$ cat src/rtl/bomb_phase_controller.sv
// rtl/bomb_phase_controller.sv - bomb-defusal phase sequencer with countdown timer and strike counter
module bomb_phase_controller #(
  parameter int CLK_HZ       = 100_000_000,
  parameter int TIME_LIMIT_S = 120,
  parameter int PENALTY_S    = 10,
  parameter int MAX_STRIKES  = 3
) (
  input  logic       basys_clock,
  input  logic       reset_n,
  input  logic       arm,
  input  logic       flow_connected,
  input  logic       maze_done,
  input  logic       cut_valid,
  input  logic [2:0] cut_wire,
  input  logic [2:0] target_colour,
  output logic [2:0] phase,
  output logic       flow_en,
  output logic       maze_en,
  output logic [7:0] seconds_left,
  output logic [1:0] strikes,
  output logic       second_tick,
  output logic       defused,
  output logic       exploded
);

  localparam logic [2:0] PH_IDLE     = 3'd0;
  localparam logic [2:0] PH_FLOW     = 3'd1;
  localparam logic [2:0] PH_MAZE     = 3'd2;
  localparam logic [2:0] PH_CUT      = 3'd3;
  localparam logic [2:0] PH_DEFUSED  = 3'd4;
  localparam logic [2:0] PH_EXPLODED = 3'd5;

  localparam int          PW      = (CLK_HZ > 1) ? $clog2(CLK_HZ) : 1;
  localparam logic [PW-1:0] PRE_MAX = PW'(CLK_HZ - 1);
  localparam logic [7:0]  T_LIM   = 8'(TIME_LIMIT_S);
  localparam logic [7:0]  PEN     = 8'(PENALTY_S);
  localparam logic [1:0]  MAX_S   = 2'(MAX_STRIKES);

  logic [PW-1:0] prescaler, pre_nx;
  logic [2:0]    phase_nx;
  logic [7:0]    sec_nx, sec_t, sec_pen;
  logic [1:0]    str_nx, strike_inc;
  logic          running, tick, timeout, wrong_cut, good_cut;

  assign running    = (phase == PH_FLOW) || (phase == PH_MAZE) || (phase == PH_CUT);
  assign tick       = running && (prescaler == PRE_MAX);
  assign sec_t      = (tick && seconds_left != 8'd0) ? seconds_left - 8'd1 : seconds_left;
  assign timeout    = tick && (sec_t == 8'd0);
  // Penalty is taken from the already-ticked value so a cut on a tick edge costs both.
  assign sec_pen    = (sec_t > PEN) ? sec_t - PEN : 8'd0;
  assign wrong_cut  = cut_valid && (cut_wire != target_colour);
  assign good_cut   = cut_valid && (cut_wire == target_colour);
  assign strike_inc = strikes + 2'd1;

  always_comb begin
    phase_nx = phase;
    sec_nx   = seconds_left;
    str_nx   = strikes;
    pre_nx   = prescaler;
    if (!arm) begin
      phase_nx = PH_IDLE;
      sec_nx   = T_LIM;
      str_nx   = 2'd0;
      pre_nx   = '0;
    end else begin
      case (phase)
        PH_IDLE: begin
          phase_nx = PH_FLOW;
          sec_nx   = T_LIM;
          str_nx   = 2'd0;
          pre_nx   = '0;
        end
        PH_FLOW, PH_MAZE, PH_CUT: begin
          pre_nx = tick ? '0 : prescaler + 1'b1;
          sec_nx = sec_t;
          if (phase == PH_FLOW) begin
            if (timeout)             phase_nx = PH_EXPLODED;
            else if (flow_connected) phase_nx = PH_MAZE;
          end else if (phase == PH_MAZE) begin
            if (timeout)        phase_nx = PH_EXPLODED;
            else if (maze_done) phase_nx = PH_CUT;
          end else begin
            if (good_cut) begin
              phase_nx = PH_DEFUSED;
            end else if (wrong_cut) begin
              str_nx = strike_inc;
              sec_nx = sec_pen;
              if (strike_inc == MAX_S || sec_pen == 8'd0) phase_nx = PH_EXPLODED;
            end else if (timeout) begin
              phase_nx = PH_EXPLODED;
            end
          end
        end
        PH_DEFUSED, PH_EXPLODED: ;
        default: phase_nx = PH_IDLE;
      endcase
    end
  end

  always_ff @(posedge basys_clock or negedge reset_n) begin
    if (!reset_n) begin
      phase        <= PH_IDLE;
      seconds_left <= T_LIM;
      strikes      <= 2'd0;
      prescaler    <= '0;
      second_tick  <= 1'b0;
      flow_en      <= 1'b0;
      maze_en      <= 1'b0;
      defused      <= 1'b0;
      exploded     <= 1'b0;
    end else begin
      phase        <= phase_nx;
      seconds_left <= sec_nx;
      strikes      <= str_nx;
      prescaler    <= pre_nx;
      second_tick  <= arm && tick;
      flow_en      <= (phase_nx == PH_FLOW);
      maze_en      <= (phase_nx == PH_MAZE);
      defused      <= (phase_nx == PH_DEFUSED);
      exploded     <= (phase_nx == PH_EXPLODED);
    end
  end

endmodule
$ cat config.mk
export PLATFORM = sky130hd
export DESIGN_NAME = bomb_phase_controller
export DESIGN_NICKNAME = d
export VERILOG_FILES = /design/src/rtl/bomb_phase_controller.sv
export SDC_FILE = /design/constraint.sdc
export NUM_CORES = 1
export LEC_CHECK = 0
export CAP_MARGIN = 20
export CORE_ASPECT_RATIO = 1.75
export CORE_MARGIN = 4
export CORE_UTILIZATION = 55
export CTS_BUF_LIST = sky130_fd_sc_hd__clkbuf_8
export CTS_CLUSTER_DIAMETER = 80
export DETAILED_ROUTE_END_ITERATION = 12
export PLACE_DENSITY_LB_ADDON = 0.3
export SKIP_LAST_GASP = 1
export SLEW_MARGIN = 0
export SYNTH_ARGS = -nofsm -noshare
export SYNTH_HDL_FRONTEND = slang
export SYNTH_SLANG_ARGS = --single-unit
$ cat constraint.sdc
create_clock -name basys_clock -period 5.8 [get_ports basys_clock]
set_input_delay 0.58 -clock basys_clock [delete_from_list [all_inputs] [get_ports basys_clock]]
set_output_delay 0.58 -clock basys_clock [all_outputs]
set_load 0.1 [all_outputs]
== After elaboration in Yosys (flattened, before gate mapping) ==
Cells that the tools add are included.
Word-level totals
  bits in registers: 45
  output and inout bits: 18
Operators by class
  add/sub/neg operators: 4
  order comparisons: 1
  equality and inequality tests: 18
  mux-type cells: 29
  reductions and logical operators: 16
Operators with widths (number)
  2-to-1 mux 8 bit: 7
  2-to-1 mux 27 bit: 2
  one-hot mux 27 bit (2 select lines): 1
  2-to-1 mux 3 bit: 11
  adder 27 x 1 -> 27 bit (second input constant): 1
  equality test 27 bit (second input constant): 1
  logical NOT 8 bit: 2
  one-hot mux 8 bit (2 select lines): 1
  equality test 3 bit (second input constant): 4
  != test 3 bit (second input constant): 4
  2-to-1 mux 2 bit: 5
  equality test 3 x 2 -> 1 bit (second input constant): 3
  one-hot mux 3 bit (3 select lines): 1
  greater-than comparator 8 x 4 -> 1 bit (second input constant): 1
  nonzero test 8 bit: 1
  subtractor 8 x 1 -> 8 bit (second input constant): 1
  subtractor 8 x 4 -> 8 bit (second input constant): 1
  equality test 3 x 1 -> 1 bit (second input constant): 2
  logical AND 1 bit: 6
  AND reduction 5 bit: 1
  one-hot mux 2 bit (2 select lines): 1
  equality test 3 bit: 1
  logical NOT 3 bit: 1
  logical OR 1 bit: 3
  other kinds (6): 6

== Longest topological paths before layout ==
Gate-level depths: netlist of run 1.
  depth in word-level cells: 18
  gate-level depth with buffers: 14

== Worst setup path before layout of run 1 ==
No wires, ideal clock.
  path kind: register -> register
  from: register seconds_left[0]
  to: register flow_en
  setup time: 0.126 ns
  arrival: 3.807 ns
  data required time: 5.674 ns
  slack: 1.867 ns
  cell stages (with the launch flop): 15
  period minus slack after synthesis: 3.933 ns
  cells stage by stage: dfrtp_1 inv_1 ha_1 nor2b_1 and3_1 buf_4 nor3_2 mux2i_1 ha_1 a21oi_1 nand4_1 a31oi_2 nor3b_1 o211ai_2 nor3b_2
Between the ends
  longest elaborated chain between the ends: 15
RTL lines
  start: declaration: line 19  | output logic [7:0] seconds_left,
  start signal: assignment: line 113  | seconds_left <= sec_nx;
  parallel branches: the longest is 2 deep, another holds subtractor 8 x 1 -> 8 bit
  2-to-1 mux 8 bit (*): line 47  | assign sec_t = (tick && seconds_left != 8'd0) ? seconds_left - 8'd1 : seconds_left;
  subtractor 8 x 4 -> 8 bit or greater-than comparator 8 x 4 -> 1 bit (tied branches): line 50  | assign sec_pen = (sec_t > PEN) ? sec_t - PEN : 8'd0;
  2-to-1 mux 8 bit: line 50
  logical NOT 8 bit: line 88  | if (strike_inc == MAX_S || sec_pen == 8'd0) phase_nx = PH_EXPLODED;
  logical OR 1 bit: line 88
  2-to-1 mux 3 bit: line 88
  2-to-1 mux 3 bit: line 85  | end else if (wrong_cut) begin
  2-to-1 mux 3 bit: line 83  | if (good_cut) begin
  2-to-1 mux 3 bit: line 79  | end else if (phase == PH_MAZE) begin
  2-to-1 mux 3 bit (*): line 76  | if (phase == PH_FLOW) begin
  one-hot mux 3 bit (3 select lines) (*): line 66  | case (phase)
  2-to-1 mux 3 bit (*): line 60  | if (!arm) begin
  equality test 3 x 1 -> 1 bit (*): line 117  | flow_en <= (phase_nx == PH_FLOW);
  end signal: assignment: line 117
  end: declaration: line 17  | output logic flow_en,
Mark *: on every way between the ends.
A chain may end at the register's enable or synchronous reset.

== Final worst setup path of run 1 ==
Same ends and word-level chain as after synthesis.

==> results of run 1 <==
[worst max-delay path, delay by kind of cell (launching register included)]
family | cells | cell delay [ns]
compound gates | 3 | 0.36
simple gates | 6 | 1.37
mux | 1 | 0.49
buf+inv | 1 | 0.12
flops | 1 | 0.43
fa+ha+maj | 2 | 0.54
[cell type report]
| class | count | area [µm²] | area share [%] |
|---|---|---|---|
| timing repair buffer | 31 | 313 | 9.33 |
| tap | 55 | 68.8 | 2.05 |
| clock buffer | 6 | 82.6 | 2.46 |
| multi-input combinational | 277 | 1700 | 50.7 |
| inverter | 12 | 45.0 | 1.34 |
| sequential | 45 | 1130 | 33.7 |
| clock inverter | 2 | 13.8 | 0.410 |
[through the flow]
step	instance area, µm²	instances	hold WS [ns]	util (%)	setup slack (ns)
detailed placement	3240	419	0.502	62.1	2.39
finish	3350	428	0.228	64.3	2.35
CTS	3330	427	0.480	64.0	2.37
global route	3350	428	0.266	64.3	2.05
floorplan	2940	344	0.284	-	1.87
global placement	3240	419	0.488	62.1	2.52
[state kept, by name, indices dropped and copies added, names as in the netlist]
register,flops
exploded,1
second_tick,1
seconds_left,8
strikes,2
maze_en,1
defused,1
flow_en,1
phase,3
prescaler,27
[layer usage]
layer	vias up	GRT usage (%)	part of all wire (%)
met1	1285	25.5	39
met4	0	10.2	2.9
li1	1312	-	-
met5	-	0	0
met3	16	3.12	3.5
met2	79	42.0	55
[synthesized netlist by cell type (5+ instances only)]
| master | instances |
|---|---|
| dfrtp_1 | 41 |
| and3_1 | 7 |
| nand3_1 | 20 |
| a21oi_1 | 17 |
| nand2b_1 | 5 |
| and2_1 | 6 |
| xor2_1 | 7 |
| o21ai_0 | 34 |
| nand4_1 | 11 |
| clkbuf_1 | 5 |
| inv_1 | 12 |
| xnor2_1 | 9 |
| nor2_1 | 24 |
| or3_1 | 6 |
| a31oi_1 | 7 |
| nand2_1 | 50 |
[worst paths after layout]
| kind | from | end | slack (ns) | cells after the start |
|---|---|---|---|---|
| hold reg to reg | prescaler[24]$_DFFE_PN0P_ | prescaler[24]$_DFFE_PN0P_ | 0.51 | 1 |
| hold / removal | reset_n | seconds_left[7]$_DFFE_PN0P_ | 0.23 | 1 |
| setup / recovery | seconds_left[0]$_DFFE_PN0P_ | flow_en$_DFF_PN0_ | 2.35 | 13 |
| min in group basys_clock | prescaler[24]$_DFFE_PN0P_ | prescaler[24]$_DFFE_PN0P_ | 0.51 | 1 |
| max in group asynchronous | reset_n | seconds_left[3]$_DFFE_PN1P_ | 4.99 | 2 |
| setup reg to reg | seconds_left[0]$_DFFE_PN0P_ | flow_en$_DFF_PN0_ | 2.35 | 13 |
[power by group]
group / total [mW] / switching [mW] / internal (mW)
Sequential: 0.331 / 0.0101 / 0.320
Combinational: 0.144 / 0.0984 / 0.0461
Clock: 0.209 / 0.112 / 0.0968
Total: 0.684 / 0.220 / 0.463
[cells by family (layout without fill, tap and decap cells)]
| family | after synthesis | count (layout) |
|---|---|---|
| and+or+nand+nor | 162 | 162 |
| AOI/OAI and AO/OA | 88 | 88 |
| DFF | 45 | 45 |
| buffers and inverters | 22 | 51 |
| xor gates and xnor gates | 17 | 17 |
| muxes | 6 | 6 |
| adders and majority gates | 4 | 4 |
[cell usage in the layout (no fill, tap or decap), types with 5 or more instances in the layout]
cell and n:
a21oi_1 17, a31oi_1 7, and2_1 6, and3_1 7, clkbuf_8 6, clkdlybuf4s50_1 28, dfrtp_1 41, inv_1 12
nand2_1 50, nand2b_1 5, nand3_1 20, nand4_1 11, nor2_1 24, o21ai_0 34, or3_1 6, xnor2_1 9
xor2_1 7
==> results summary, run 1 <==
The run finished with clean final reports. Setup repair after global routing left no endpoint under its margin. The most numerous cell type found on the critical path is ha_1.

The critical path goes through inv_1 > ha_1 > nor2b_1 > and3_1 > nor3_2 > mux2i_1 > ha_1 > a21oi_1 > nand4_1 > a31oi_2 > nor3b_1 > o211ai_2 > nor3b_2. The post-synthesis sequential area ratio is about two fifths. After filler insertion, the fill cell instance count of the layout stands at between 400 and 500. The global-route wire length before repair is between 10000 and 15000 µm. In this run the worst path has a maximum fanout of 6. Counting distinct cell types in the post-synthesis netlist gives 58. Detailed routing inserted a total of about 2700 vias. The share of post-route cells with drive strength above 1 is a little over a tenth. At the end of routability-driven placement, the weighted congestion stood at 0.957. In the final timing run, aggregate negative setup slack is 0 ns. The global-route usage over all layers came out at around 23%. The number of enable flip-flop cells after synthesis is 0. For this run, design rule violations remaining after detail routing come to 0. In this run the count of I/O pins placed on the die edge is 30. The worst setup skew after layout is approximately 0.0072 ns. The overall die width is between 60 and 70 µm. The antenna cell count is 0.

The area overhead of the layout relative to synthesis is 14.2%. The clock latency on the worst-skew pair came out at 0.30 ns. The min-delay analysis places its worst path in the category input port to asynchronous set/reset pin. For this run, the leading register cell type out of synthesis is dfrtp_1. The die is roughly 100 µm tall. The worst setup path is captured at a register. The final period utilization is 59.4%. The xor/xnor cell area share of the yosys netlist came out at 5.33%. The number of global-route vias before repair came out at 2721. The post-detailed-placement half-perimeter wirelength is roughly 5300 µm.

The maximum achievable frequency is 0.290 GHz. The synthesized netlist devotes 1.70% of its cell area to adder and majority cells. The number of antenna violations at the first check in global routing came out at 0. The post-route minimum period came out at between 3 and 4 ns. The final net count is about 390. The clock slew seen by the registers of the worst setup and hold paths came out at around 0.090 ns. The worst stage delay on the critical path came out at about 0.49 ns. The tool flagged a number of max-cap violations equal to 0. The simple-gate share of the synthesized area is between 20 and 30%.

The proportion of register bits with asynchronous set or reset after synthesis came out at between 90% and 100%. VDD sags by at most ~0.13 mV. For this design, the CTS-stage hold fixing added 0 buffers. The total setup violations reported at the end of the flow is 0. The post-CTS resize count is 0. The leakage power total came out at between 1 and 1.5 nW. The count of nets left with antenna violations once routing finished came out at 0. The relative max-transition margin came out at between 30% and 40%. The largest net degree at the start of global routing is 46. In this run, the number of DRC markers left after iteration 0 of detailed routing was roughly 170.

Total power for the finished layout comes to 0.684 mW. The starting density of the core came out at 56.4%. The core region area came out at ~5200 µm². The mux cell area share after synthesis is under 10%. The worst setup path is of the register to register kind. In the routed layout, each cell is associated on average with a via count of around 6.3. The number of standard-cell rows in the floorplan came out at 35. The post-synthesis area per instance is 8.54 µm². The post-synthesis instance total is between 300 and 400.

The final layout contains routed wiring with a total length of roughly 7200 µm. The net count after synthesis came out at 360. Yosys printed 0 warnings. The count of final max-slew check failures came out at 0. The maximum level of the CTS H-tree came out at 2. The count of endpoints failing hold in the final timing report came out at 0. In this run the clock root is driven by a clkbuf_8. Summed over all instances, the cell type with the most area after synthesis is dfrtp_1. TritonCTS built the clock tree. The required time of the critical path is about 6 ns. The synthesized flop and latch total came out at 45. The arrival time of the worst setup path is between 3 and 4 ns. After synthesis, the largest family of logic cells by area is simple AND/OR/NAND/NOR gates. The areal power density over the cells came out at between 200 and 250 nW/µm².

The number of buffers created by CTS is 5. Dividing the detail-routed wire length by the instance count gives roughly 17 µm. The transition time at the pin with the least slew margin is a little under 1 ns.

The area enclosed by the die boundary is around 6600 µm². The first detailed-routing pass ran for 5 iterations. The synthesized cell area is 2940 µm². The library cell contributing the largest single delay on the critical path is mux2i_1. The overflow left after global routing is 0. The synthesized netlist devotes 19.1% of its cell area to compound gates. The worst setup path is launched from a register. The maximum root-to-sink buffer count is 2. The port buffer count is 29. By area the synthesized netlist is led by dfrtp_1, nand2_1, o21ai_0. After synthesis, the largest area contributor takes up a little over a third of total cell area. The clock sink count is 45.

The count of buffers added by post-CTS timing repair for setup is 0.
(Power assumes the default switching activity.)
==> run 2, diff against run 1 <==
Settings changed: CORE_UTILIZATION 55 to 53.
Clock period 5.8 ns to 2.83 ns, I/O delays scaled along.
==> run 2 against run 1 <==
Register-to-register slack got worse by 2.4 ns. Non-clock buffer count increased by 56. Critical path depth decreased by 1. Clock-buffer cell count unchanged. Power increased by 120%. Global-route usage increased by 3.6 points. Critical endpoint unchanged. First-iteration DRC count increased by 75%. The run now ends with setup timing left. Sequential cell count unchanged. Via count increased by 13%.
==> results summary, run 2 (synthesized netlist as in run 1, its figures left out) <==
In this run the horizontal extent of the chip is about 64 µm. Broken down by cell family, the worst path's largest delay share belongs to simple AND/OR/NAND/NOR gates. The areal power density over the cells is between 300 and 400 nW/µm².

The number of antenna violations at the first check in global routing is 0. The transition time at the pin with the least slew margin is about 0.51 ns. Of all nets on the critical path, the largest fanout is 6.

STA classifies the critical path endpoint as a register. The final net count is about 440. The number of buffers created by CTS is 5. The clock slew seen by the registers of the worst setup and hold paths came out at roughly 0.1 ns. After layout, the worst setup slack is -0.0561 ns. The final period utilization came out at 102%. The number of global-route vias before repair is 3091. The register with the most flip-flops is prescaler. The number of standard-cell rows in the floorplan came out at 35. The run finished, with violations left. The critical path goes through ha_2 > and4b_1 > nand4_1 > buf_6 > nor4b_4 > xnor2_4 > ha_4 > a2111o_1 > a31oi_4 > nor3b_2 > o211ai_2 > nor3b_2. The area enclosed by the die boundary came out at 6840 µm².

The library cells used most frequently in the layout, excluding fill and tap cells, are buf_4, nand2_1, dfrtp_1. The die height is 106 µm. The relative max-transition margin is roughly 66%. The tool flagged a number of max-cap violations equal to 0. The post-detailed-placement half-perimeter wirelength came out at between 6000 and 7000 µm. The I/O pin count came out at 30.

The maximum level of the CTS H-tree came out at 2. The final worst hold slack is 0.333 ns. Wires add up to approximately 8500 µm. For this run, design rule violations remaining after detail routing come to 0. Based on the critical path, the design can be clocked at up to around 0.35 GHz. The type of the most critical hold path is input port to asynchronous set/reset pin. The iteration-0 DRC count of the detailed router is 299. After floorplanning, the core was sized to cover 5340 µm². The final reports fail on setup timing. The total setup violations reported at the end of the flow came out at 3. The largest individual stage delay along the critical path comes from the cell dfrtp_1. Tracing the worst setup path back leads to its startpoint at prescaler[0]$_DFFE_PN0P_. The leakage power total is roughly 1.7 nW. The initial utilization of the core area, before any placement, comes to a little over half. The critical path startpoint category is a register. The antenna cell count is 0. The library cell used most frequently in the layout, excluding fill and tap cells, is buf_4. The arrival time of the worst setup path came out at 3.13 ns.

The count of endpoints failing hold in the final timing report came out at 0. In this run the critical register-to-register path is launched from prescaler[0]$_DFFE_PN0P_. The area overhead of the layout relative to synthesis is 37.3%. TritonCTS built the clock tree.

In this run the clock root is driven by a clkbuf_8. The worst stage delay on the critical path is about 0.39 ns. For this run, the total global-route usage over all layers was measured as a little over a quarter. The overflow left after global routing came out at 0. The first global-routing pass estimated 14300 µm of wire. In the final routed layout, each cell accounts on average for between 15 and 20 µm. The largest net degree at the start of global routing came out at 46. Adding up every negative setup slack in the final design gives -0.0747 ns. In this design, the critical path's most frequently occurring cell is nor3b_2. The largest registers in the layout are prescaler (27), seconds_left (8), phase (3). The count of final max-slew check failures came out at 0. The number of buffer and inverter instances along the worst setup path came out at 1. The type of the worst setup path is register to register. The worst setup skew after layout is approximately 0.014 ns. The required time of the critical path is around 3.1 ns. The clock sink count is between 40 and 50. The flip-flop count of the largest register after layout is 27. The post-route minimum period came out at between 2 and 3 ns. The maximum root-to-sink buffer count came out at 2. The clock latency on the worst-skew pair came out at 0.31 ns. The total number of vias is ~3000. The remaining antenna violation count after routing is 0. The maximum ir drop on the vdd rail is 0.276 mV. The port buffer count is 29.

The share of post-route cells with drive strength above 1 came out at between 30% and 40%. The via density per instance came out at about 6.0. Setup repair after global routing could not meet its margin everywhere. The global placer's final weighted congestion is 0.920.

The number of detailed-route iterations in the first pass came out at 5.
==> run 2: cell types whose count changed in the layout (fill, tap and decap cells not counted), sizes merged <==
cell / before / now
buf: 3 / 76
dlygate4sd3: 0 / 1
clkdlybuf4s50: 28 / 10
==> run 2: final cells by class <==
class / count / area (µm²)
Clock buffer: 6 / 82.6
Clock inverter: 2 / 13.8
Timing Repair Buffer: 87 / 698
Sequential cell: 45 / 1160
Inverter: 12 / 50.0
Multi-Input combinational cell: 277 / 1940
Tap cell: 74 / 92.6
Fill cell: 399 / 1310
==> run 2: where the power goes <==
group	internal (mW)	switching [mW]
logic	0.150	0.244
registers	0.660	0.00938
clock network	0.198	0.236
==> run 2: per-layer routing <==
metal | track usage (%) | share of wire [%]
met2 | 50.1 | 57
met4 | 13.8 | 3.9
met5 | 0 | 0
met1 | 27.2 | 36
met3 | 3.38 | 3.6
==> run 2: path summary, 6_finish.rpt <==
kind / slack (ns) / depth (start not counted) / to
worst min-delay path: 0.33 / 2 / seconds_left[1]$_DFFE_PN0P_
worst max register to register: -0.06 / 12 / flow_en$_DFF_PN0_
worst min register to register: 0.52 / 1 / prescaler[24]$_DFFE_PN0P_
worst max-delay path: -0.06 / 12 / flow_en$_DFF_PN0_
max in group asynchronous: 2.00 / 3 / seconds_left[5]$_DFFE_PN1P_
min in group basys_clock: 0.52 / 1 / prescaler[24]$_DFFE_PN0P_
==> run 2: stage by stage <==
| step | setup WS, ns | utilization [%] | cell area (µm²) | power, mW | cells |
|---|---|---|---|---|---|
| 6_report | -0.0561 | 75.5 | 4030 | 1.50 | 503 |
| 5_1_grt | -0.201 | 75.5 | 4030 | 1.56 | 503 |
| 4_1_cts | -0.0117 | 73.3 | 3920 | 1.49 | 499 |
| 3_5_place_dp | -0.0692 | 70.3 | 3760 | 1.05 | 490 |
| 3_3_place_gp | -0.0357 | 70.3 | 3760 | 1.04 | 490 |
| 2_1_floorplan | -0.117 | - | 3100 | 0.920 | 344 |
==> run 2: timing repair <==
item | 4_1_cts | 5_1_grt
hold buffers | 0 | 1
pin swaps | 6 | 12
buffers inserted | 1 | 2
hold endpoints to repair | 0 | 3
endpoints found under the setup margin | 9 | 13
resized for setup | 9 | 12
==> run 3, diff against run 2 <==
Settings changed: CAP_MARGIN 20 to 30.
==> run 3 against run 2 <==
Power is 1.6% lower. Utilization down 1.6 points. Critical path type unchanged. Register-to-register slack lost 0.05 ns. Clock skew down 0.0046 ns. Largest cell class unchanged. Non-clock buffer count shrank 1. The run still ends with setup timing left. Routed wire length decreased by 0.35%. Die area unchanged. Critical endpoint is now seconds_left[0]$_DFFE_PN0P_.
==> results summary, run 3 (synthesized netlist as in run 1, its figures left out) <==
Entering global routing, the biggest net connects 25 pins. The area overhead of the layout relative to synthesis came out at 34.4%. The final worst hold slack is ~0.50 ns. The clock latency on the worst-skew pair came out at about 0.30 ns.

The cell at the root of the clock tree is clkbuf_8. The global-route usage over all layers came out at 26.5%. Once the floorplan was initialized, standard cells occupied a little over half of the core.

In this run the worst path has a maximum fanout of 5. The type of the worst setup path is register to register. Setup repair after global routing could not meet its margin everywhere. The core region area came out at ~5300 µm². More flip-flops sit in one register than any other, and that register is prescaler.

In the layout the commonest cells are buf_4, nand2_1, o21ai_0, dfrtp_1, nor2_1. The routed length per instance is roughly 17 µm. The first global-routing pass estimated approximately 14000 µm of wire. The worst path uses 104% of the clock period. The relative max-transition margin came out at between 60% and 70%. The post-detailed-placement half-perimeter wirelength is roughly 6500 µm. The portion of total power attributed to sequential cells is 45.4%.

At the pin with the least slew margin, the transition time is 0.578 ns. Max-cap violations in this run came to 0. In this run the power density over the cells is ~370 nW/µm². The count of endpoints failing hold in the final timing report came out at 0. The via density per instance came out at about 6.1. The I/O pin count came out at 30.

The share of post-route cells with drive strength above 1 came out at a little under a third. The port buffer count came out at 29. The combinational power share is a little over a quarter. The met2 wire length is 4690 µm. The total number of vias came out at ~3000. Wire segments on met3 add up to about 350 µm in the final route. After the last flow step, the layout net total stands at about 440.

The final reports fail on setup timing. The placed instances occupy a cell area of roughly 3800 µm². The number of global-route vias before repair is about 3100.

The clock sink count came out at 45. The arrival time of the worst setup path is ~3.2 ns. The internal cell power is between 0.9 and 1 mW. The net switching power of the design came out at roughly 0.47 mW. The count of final max-slew check failures came out at 0. The number of standard-cell rows in the floorplan is 35.

The post-route worst setup slack is -0.107 ns. The aggregate routed wire length is ~8500 µm. The fill cell total of the finished layout came out at ~430.

The number of antenna violations at the first check in global routing was 0. The switching power as a share of total power is 32.1%. The die height is ~110 µm. The type of the most critical hold path is register to register.

The number of detailed-route iterations in the first pass is 5. TritonCTS built the clock tree. The highest layer touched by signal routing is met4. Data on the critical path is required at its endpoint by about 3.1 ns. The largest registers in the layout are prescaler (27), seconds_left (8), phase (3). The iteration-0 DRC count of the detailed router came out at ~130. The clock slew seen by the registers of the worst setup and hold paths is around 0.090 ns. Setup violations remaining at the end of the flow were counted as 5. After layout, the design draws a total of roughly 1.5 mW. The library cell used most frequently in the layout, excluding fill and tap cells, is buf_4. The maximum level of the CTS H-tree came out at 2. The flow ran to the end, but the final reports show violations. The register with the most flip-flops in the layout has 27 of them. The maximum achievable frequency is approximately 0.34 GHz. In this run the deepest clock path goes through 2 buffers. The worst setup timing slack at the placement stage is -0.0697 ns.

The overflow left after global routing came out at 0. Across the routed clock network, the largest skew measured is between 0.009 and 0.01 ns. In this run the horizontal extent of the chip is between 60 and 70 µm. The maximum ir drop on the vdd rail came out at about 0.37 mV. The leakage power total came out at 1.69 nW. The clock network accounts for roughly 28% of the total power.

The post-detailed-route DRC marker count is 0. STA classifies the critical path endpoint as a register. The global placer's final weighted congestion is around 0.92. The number of buffers created by CTS came out at 5. The post-route minimum period is approximately 2.9 ns.

The detail route stage leaves a number of antenna-violating nets equal to 0. The antenna cell count is 0. The area enclosed by the die boundary came out at roughly 7000 µm².

The critical path startpoint category is a register. The finished cells cover 3950 µm². The routed length on met1 is 3100 µm.
[run 3: cell type report]
class	count	area, µm²	area share, %
timing repair buffer	86	694	17.6
multi-input combinational	277	1860	47.0
tap	74	92.6	2.35
clock buffer	6	82.6	2.09
clock inverter	2	11.3	0.285
inverter	12	50.0	1.27
sequential	45	1160	29.4
[run 3: layer usage]
metal | vias to the layer above | global-route usage, %
li1 | 1424 | -
met1 | 1466 | 28.0
met2 | 118 | 49.2
met3 | 34 | 3.91
met4 | 0 | 13.9
met5 | - | 0
[run 3: metrics by stage]
step | instances | util, % | setup TNS (ns)
5_1_grt | 502 | 73.9 | -1.30
6_report | 502 | 73.9 | -0.225
3_5_place_dp | 491 | 70.8 | -0.335
2_1_floorplan | 344 | - | -0.665
4_1_cts | 502 | 73.9 | 0
3_3_place_gp | 490 | 70.3 | -0.126
[run 3: power by group through the flow]
| stage | clock, mW | combinational [mW] | sequential, mW |
|---|---|---|---|
| after floorplan | 0 | 0.155 | 0.765 |
| after global placement | 0 | 0.359 | 0.682 |
| after detailed placement | 0 | 0.371 | 0.682 |
| after CTS | 0.428 | 0.381 | 0.669 |
| after global routing | 0.455 | 0.412 | 0.671 |
| final | 0.420 | 0.384 | 0.669 |
[run 3: final timing paths]
path,start,to,slack (ns),cells after the start
setup / recovery,seconds_left[0]$_DFFE_PN0P_,seconds_left[0]$_DFFE_PN0P_,-0.11,13
hold / removal,prescaler[24]$_DFFE_PN0P_,prescaler[24]$_DFFE_PN0P_,0.50,1
setup reg to reg,seconds_left[0]$_DFFE_PN0P_,seconds_left[0]$_DFFE_PN0P_,-0.11,13
hold reg to reg,prescaler[24]$_DFFE_PN0P_,prescaler[24]$_DFFE_PN0P_,0.50,1
max in group asynchronous,reset_n,seconds_left[5]$_DFFE_PN1P_,1.72,3
min in group asynchronous,reset_n,seconds_left[1]$_DFFE_PN0P_,0.51,2
[run 3: worst max-delay path, stage by stage, from the launching register on]
cell and delay (ns):
dfrtp_4 0.51, inv_4 0.10, ha_4 0.15, nor2b_4 0.15, and3_4 0.27, nor3_4 0.07, buf_4 0.15, or3_1 0.37
a31oi_2 0.32, nor2_1 0.10, a21oi_1 0.25, buf_4 0.18, o21ai_0 0.07, a31oi_1 0.16
[run 3: what timing repair did]
item | 4_1_cts | 5_1_grt
resized for setup | 6 | 0
cloned | 0 | 0
hold buffers | 1 | 0
pin swaps | 4 | 2
setup endpoints to repair | 10 | 11
hold endpoints to repair | 20 | 0
setup buffers | 2 | 0
